### config.mk
export PLATFORM = sky130hd
export DESIGN_NAME = rle_ram_arbiter
export DESIGN_NICKNAME = d
export VERILOG_FILES = /design/src/rtl/rle_ram_arbiter.sv
export SDC_FILE = /design/constraint.sdc
export NUM_CORES = 1
export LEC_CHECK = 0
export BUFFER_PORTS_ARGS = -buffer_cell sky130_fd_sc_hd__buf_2
export CAP_MARGIN = 25
export CORE_ASPECT_RATIO = 0.6
export CORE_MARGIN = 4
export CORE_UTILIZATION = 47
export DETAILED_ROUTE_END_ITERATION = 8
export GPL_TIMING_DRIVEN = 0
export PLACE_DENSITY = 0.83
export SLEW_MARGIN = 20
export SYNTH_ARGS = -nofsm -noshare
export SYNTH_HDL_FRONTEND = slang
export SYNTH_SLANG_ARGS = --single-unit
### constraint.sdc
create_clock -name clk -period 3.2 [get_ports clk]
set_input_delay 0.16 -clock clk [delete_from_list [all_inputs] [get_ports clk]]
set_output_delay 0.16 -clock clk [all_outputs]
set_load 0.01 [all_outputs]
### src/rtl/rle_ram_arbiter.sv
// -----------------------------------------------------------------------------
// rle_ram_arbiter
//
// Shares one single-port pixel RAM (asynchronous read, synchronous write)
// between two clients:
//   - the pixel-fetch sequencer (read client), which walks the R/G/B planes
//   - the RLE decoder (write client), which fills the planes with decoded bytes
//
// Every access takes two clock cycles. The granting edge drives the RAM
// address (and write data/enable for a write). The following edge either
// captures the RAM read data or commits the write. Contention is resolved
// round-robin, or with reads always winning when RD_PRIO is nonzero.
//
// Ports:
//   clk       system clock, rising edge
//   rst       asynchronous active-low reset
//   rd_req    read request, held with rd_addr stable until rd_valid
//   rd_addr   read address
//   rd_data   registered read data, holds its value between reads
//   rd_valid  one-cycle strobe: rd_data belongs to the current read
//   wr_req    write request, held with wr_addr/wr_data stable until wr_ack
//   wr_addr   write address
//   wr_data   write data
//   wr_ack    one-cycle strobe: the write has been committed to the RAM
//   a         RAM address (registered)
//   d         RAM write data (registered)
//   we        RAM write enable (registered)
//   spo       RAM asynchronous read data for address a
//   busy      high while an access is in flight
// -----------------------------------------------------------------------------
module rle_ram_arbiter #(
   parameter int ADDR_W  = 16,
   parameter int DATA_W  = 8,
   parameter int RD_PRIO = 0
) (
   input  logic              clk,
   input  logic              rst,
   input  logic              rd_req,
   input  logic [ADDR_W-1:0] rd_addr,
   output logic [DATA_W-1:0] rd_data,
   output logic              rd_valid,
   input  logic              wr_req,
   input  logic [ADDR_W-1:0] wr_addr,
   input  logic [DATA_W-1:0] wr_data,
   output logic              wr_ack,
   output logic [ADDR_W-1:0] a,
   output logic [DATA_W-1:0] d,
   output logic              we,
   input  logic [DATA_W-1:0] spo,
   output logic              busy
);

   typedef enum logic [1:0] {
      IDLE      = 2'd0,
      RD_CAP    = 2'd1,
      WR_COMMIT = 2'd2
   } state_t;

   typedef enum logic {
      GRANT_READ  = 1'b0,
      GRANT_WRITE = 1'b1
   } grant_t;

   state_t            state;
   state_t            state_next;
   grant_t            last_grant;
   grant_t            last_grant_next;
   logic [ADDR_W-1:0] a_next;
   logic [DATA_W-1:0] d_next;
   logic              we_next;
   logic [DATA_W-1:0] rd_data_next;
   logic              rd_valid_next;
   logic              wr_ack_next;
   logic              pick_read;

   // Arbitration choice, only meaningful in IDLE. With a lone request that
   // client wins; under contention reads win outright in priority mode,
   // otherwise the client that was not served last goes next.
   always_comb begin
      pick_read = 1'b0;
      if (rd_req && wr_req) begin
         if (RD_PRIO != 0) begin
            pick_read = 1'b1;
         end else begin
            pick_read = (last_grant == GRANT_WRITE);
         end
      end else begin
         pick_read = rd_req;
      end
   end

   // Next-state and next-output logic. Strobes and write enable default low
   // so each is high for exactly one cycle; address and data default to
   // holding so a stays stable through the whole access.
   always_comb begin
      state_next      = state;
      last_grant_next = last_grant;
      a_next          = a;
      d_next          = d;
      we_next         = 1'b0;
      rd_data_next    = rd_data;
      rd_valid_next   = 1'b0;
      wr_ack_next     = 1'b0;
      case (state)
         IDLE: begin
            if (rd_req && pick_read) begin
               a_next          = rd_addr;
               last_grant_next = GRANT_READ;
               state_next      = RD_CAP;
            end else if (wr_req) begin
               a_next          = wr_addr;
               d_next          = wr_data;
               we_next         = 1'b1;
               last_grant_next = GRANT_WRITE;
               state_next      = WR_COMMIT;
            end
         end
         RD_CAP: begin
            // a has been stable for a full cycle, so spo is settled here.
            rd_data_next  = spo;
            rd_valid_next = 1'b1;
            state_next    = IDLE;
         end
         WR_COMMIT: begin
            // The RAM samples we=1 on this edge; the write is done after it.
            wr_ack_next = 1'b1;
            state_next  = IDLE;
         end
         default: begin
            state_next = IDLE;
         end
      endcase
   end

   // State and output registers. Reset clears everything at once, which
   // drops we mid-write and suppresses any strobe for the aborted access.
   // last_grant resets to write so the first contention serves the read.
   always_ff @(posedge clk or negedge rst) begin
      if (!rst) begin
         state      <= IDLE;
         last_grant <= GRANT_WRITE;
         a          <= '0;
         d          <= '0;
         we         <= 1'b0;
         rd_data    <= '0;
         rd_valid   <= 1'b0;
         wr_ack     <= 1'b0;
      end else begin
         state      <= state_next;
         last_grant <= last_grant_next;
         a          <= a_next;
         d          <= d_next;
         we         <= we_next;
         rd_data    <= rd_data_next;
         rd_valid   <= rd_valid_next;
         wr_ack     <= wr_ack_next;
      end
   end

   assign busy = (state != IDLE);

endmodule

# ---- Yosys cells after proc, flatten, opt, wreduce, memory -nomap -nowiden
# Cells that the tools add are included.
dict set report op_classes {
  eq_ne 3
  mux 13
  reduce_logical 7
  bitwise 1
}
# op n
set ops {}
lappend ops {{$mux 16} 2}
lappend ops {{$mux 1} 8}
lappend ops {{$mux 2} 3}
lappend ops {{$reduce_bool 2->1} 2}
lappend ops {{$ne 3x3->1 const B} 1}
lappend ops {{$reduce_and 3->1} 1}
lappend ops {{$eq 2x1->1 const B} 1}
lappend ops {{$eq 2x2->1 const B} 1}
lappend ops {{$logic_and 1x1->1} 2}
lappend ops {{$logic_not 2->1} 1}
lappend ops {{$reduce_and 2->1} 1}
lappend ops {{$not 1->1} 1}
dict set report totals {
  output_inout_bits 36
  register_bits 38
  in_bits 52
  wordCells 32
}

# ---- Depth between registers and ports, before layout
dict set report logic_depth {
  word_depth 5
  depth_mapped 7
  depth_no_buf 3
}

# ---- Least setup slack after synthesis
# OpenSTA, ideal clock, no wires.
dict set report synth_path {
  path_kind {register to register}
  start {register last_grant}
  end {register a[10]}
  setup_time_ps 82
  setup_slack_ps 1764
  n_path_buf 2
  required_ps 3118
  stages_incl_launch_ff 6
  arrival_ps 1354
  period_less_slack_ps 1436
  path_cell_list {dfstp_2 > nand2b_1 > clkbuf_1 > clkbuf_1 > nand3_1 > a31oi_1}
}
dict set report synth_between {
  elab_chain_len 4
  word_cells_on_any_way 5
  cone_classes {mux: 2; reduce/logical: 3}
}
# element line
set synth_lines {}
lappend synth_lines {{start, declared} 66} ;# grant_t last_grant;
lappend synth_lines {{start signal, assigned} 150} ;# last_grant <= last_grant_next;
lappend synth_lines {{$mux 1 (*)} 81} ;# if (rd_req && wr_req) begin
lappend synth_lines {{$logic_and 1x1->1 (*)} 106} ;# if (rd_req && pick_read) begin
lappend synth_lines {{$reduce_bool 2->1 (no line)} --}
lappend synth_lines {{$reduce_and 2->1 (no line)} --}
lappend synth_lines {{end signal, assigned} 151} ;# a <= a_next;
lappend synth_lines {{end, declared} 46} ;# output logic [ADDR_W-1:0] a,
# Mark *: on every way between the ends. The rest lies on a longest branch, timed or not.
# A chain may end at the register's enable or synchronous reset.

# ---- Worst setup path after layout
dict set report layout_path {
  start {register last_grant}
  end {register a[9]}
}
# The elaborated chain is that of the path after synthesis.

==> flow_summary_export.csv <==
group,metric,value,unit
synth,synth-simple-area-share,0.0913,
routing,drc_errors,0,
timing,fin_crit,1.73,ns
layout,final_area,2260,µm²
power,total_leakage_power,1.09,nW
synth,ys_top_cells_by_count,"37 x dfrtp_1, 16 x a21oi_1, 16 x a31oi_1, 16 x mux2_2, 16 x nand3_1",
synth,synth_flop_cell,"dfrtp_1",
placed_design,placed_cells,278,
worst_setup_path,r2r_start,"last_grant$_DFFE_PN1P_",
timing,fmax,578,MHz
synth,synthMuxAreaShare,0.110,
power,intPower,0.00135,W
layout,stdcell_count,287,
clocking,cts_inserted_buffers,5,
run_status,outcome,"complete, no violations",
synth,yosysTopAreaCell,"dfrtp_1",
worst_setup_path,crit_required,3.40,ns
synth,synth_top_family_by_area,"compound AO/OA/AOI/OAI gates",
power,total_power,0.00205,W
worst_setup_path,worst_setup_path_end_kind,"flip-flop",
synth,yosys.area.top_type_share,0.563,
grt,grt_pass1_wl,6.60,mm
synth,synth_compound_area_frac,0.163,
timing,drv_slew,0,
worst_setup_path,startpoint,"last_grant$_DFFE_PN1P_",
power,pwr-share-clk,0.201,
layout,nNetsFinal,293,
floorplan,fp.dieArea,4540,µm²
clocking,clock_latency,0.28,ns
worst_setup_path,arrival,1.93,ns
synth,ys_seq_area_frac,0.579,
clocking,cts_root_buffer,"clkbuf_8",
floorplan,die_h,53.8,µm
layout,multi_input_area,598,µm²
min_path,hp-class,"in -> reg",
synth,synth-xor-area-share,0,
routing,ant_nets,0,
timing,timing.final.crit_share,0.541,
worst_setup_path,critPathMaxFanout,10,
synth,synth.most_common_cell,"dfrtp_1",
timing,setup_violations,0,
floorplan,coreArea,3300,µm²
routing,first_pass_iters,4,
placed_design,port_buffers,86,
power,p_per_area,907,nW/µm²
power,p_switching,0.000698,W
timing,setup_tns,0,ns
floorplan,start_util,0.498,
floorplan,pin_count,88,
synth,synth_seq_cells,38,
timing,relSlewSlack,0.468,
layout,synthToLayoutAreaGrowth,37.3,%
synth,synth-edff-count,0,
run,cap_violations,0,
timing,hold_violations,0,
timing,worstMarginPinSlew,0.799,ns
synth,synth.distinct_cells,23,
synth,synth_cells,147,
clocking,clock_path_buffers,2,
synth,yosysWarnings,0,
grt,grtUsageTotal,0.189,
placed_design,placed_cell_area,2130,µm²
clocking,hold_buffers,1,
clocking,htree_levels,2,
synth,synth_area_leaders,"dfrtp_1 56%, mux2_2 11%, a31oi_1 6.1%, a21oi_1 4.9%, nand3_1 4.9%",
timing,grt_setup_unrepaired,"no",
clocking,clk_pin_slew_worst_paths,0.07,ns
worst_setup_path,worstSetupPathType,"reg -> reg",
layout,fillers,258,
clocking,cts_tree,"yes",
timing,worst_slack,1.47,ns
clocking,ctsResizeCount,0,
grt,antenna_found_initial,0,
routing,wire_per_inst,14.0,µm
placed_design,post-place-ws,1.48,ns
placed_design,dpl.hpwl,2.93,mm
grt,grt_overflow,0,
synth,synth_fa_ha_area_frac,0,
synth,synthesis.nets,199,
worst_setup_path,cp-start-kind,"flip-flop",
synth,syn-cell-area,1640,µm²
synth,avgSynthCellArea,11.2,µm²
power,comb_power_share,0.393,
routing,drt_iter0_drc,81,
floorplan,num_rows,16,
synth,synth_async_sr_flop_share,1.00,
grt,grt_max_degree,39,
routing,vias_per_cell,5.19,
layout,diodes,0,
floorplan,dieWidth,84.4,µm
layout,seq_area,952,µm²
min_path,hp-start,"wr_data[0]",
clocking,cts_setup_buffers,0,
placed_design,place.gp.congestion,0.785,
power,peakVddDrop,409,µV
layout,drive_gt1_frac,0.488,
clocking,clock-sinks,38,
routing,wirelength,4.03,mm
grt,grt_pass1_vias,1460,
power,netSwitchingFraction,0.341,
timing,clock_skew,0.00369,ns
power,power_frac_seq,0.405,
routing,num_vias,1490,
through the flow:
stage	hold WS [ns]	util
finish	0.104	0.683
global route	0.0985	0.683
CTS	0.0946	0.683
detailed placement	0.296	0.645
global placement	0.289	0.645
floorplan	-0.136	-
power groups by stage:
stage / Sequential, W / Combinational [W] / Clock, W
after CTS: 0.000827 / 0.000815 / 0.000423
after global routing: 0.000857 / 0.000887 / 0.000446
final: 0.000830 / 0.000805 / 0.000412
after global placement: 0.000824 / 0.000801 / 0
after detailed placement: 0.000829 / 0.000817 / 0
after floorplan: 0.000933 / 0.000364 / 0
cells in the final DEF (no fill, tap or decap), types with 2 or more instances in the layout:
cell type,synthesis,final
nand2_1,2,2
buf_2,3,89
buf_6,4,4
mux2_2,16,16
inv_1,2,2
o21ai_0,15,15
clkbuf_1,6,7
a21oi_1,16,16
nand3_1,16,16
dfrtp_1,37,37
and3_1,2,2
clkbuf_8,0,6
a31oi_1,16,16
nor2b_1,2,2
worst max-delay path, stage by stage, from the launching register on:
cell and delay [ns]:
dfstp_2 0.56, nand2b_1 0.10, clkbuf_1 0.26, clkbuf_1 0.41, nand3_1 0.13, a31oi_1 0.19
cells by family after synthesis:
| kind of cell | after synthesis |
|---|---|
| AOI/OAI and AO/OA | 49 |
| buffers and inverters | 16 |
| DFF | 38 |
| muxes | 16 |
| and+or+nand+nor | 28 |
state kept, by name, indices dropped and copies added, names as in the netlist:
signal	count
wr_ack	1
d	8
a	16
rd_data	8
we	1
rd_valid	1
state	2
last_grant	1
final timing paths:
path | slack (ns) | to | cells after the start
min reg2reg | 0.45 | wr_ack$_DFF_PN0_ | 1
min | 0.10 | d[0]$_DFFE_PN0P_ | 2
max reg2reg | 1.47 | a[9]$_DFFE_PN0P_ | 5
max | 1.47 | a[9]$_DFFE_PN0P_ | 5
min in group asynchronous | 0.51 | d[5]$_DFFE_PN0P_ | 2
max in group asynchronous | 2.19 | a[6]$_DFFE_PN0P_ | 2
final cells by class:
type / count / share of cell area
well taps: 45 / 0.0249
flip-flops and latches: 38 / 0.422
plain buffers: 14 / 0.0382
clock inverters: 1 / 0.0133
multi-input cells: 93 / 0.265
repair buffers: 87 / 0.195
inverters: 2 / 0.00333
clock buffers: 7 / 0.0382
routing by layer:
layer  vias up  part of all wire  GRT usage
met1       685              0.45      0.259
met4         0            0.0099     0.0737
met5         -                 0          0
met2        78              0.42      0.280
met3         7              0.11     0.0673
li1        720                 -          -
No activity file was read; power rests on OpenSTA's default activity.
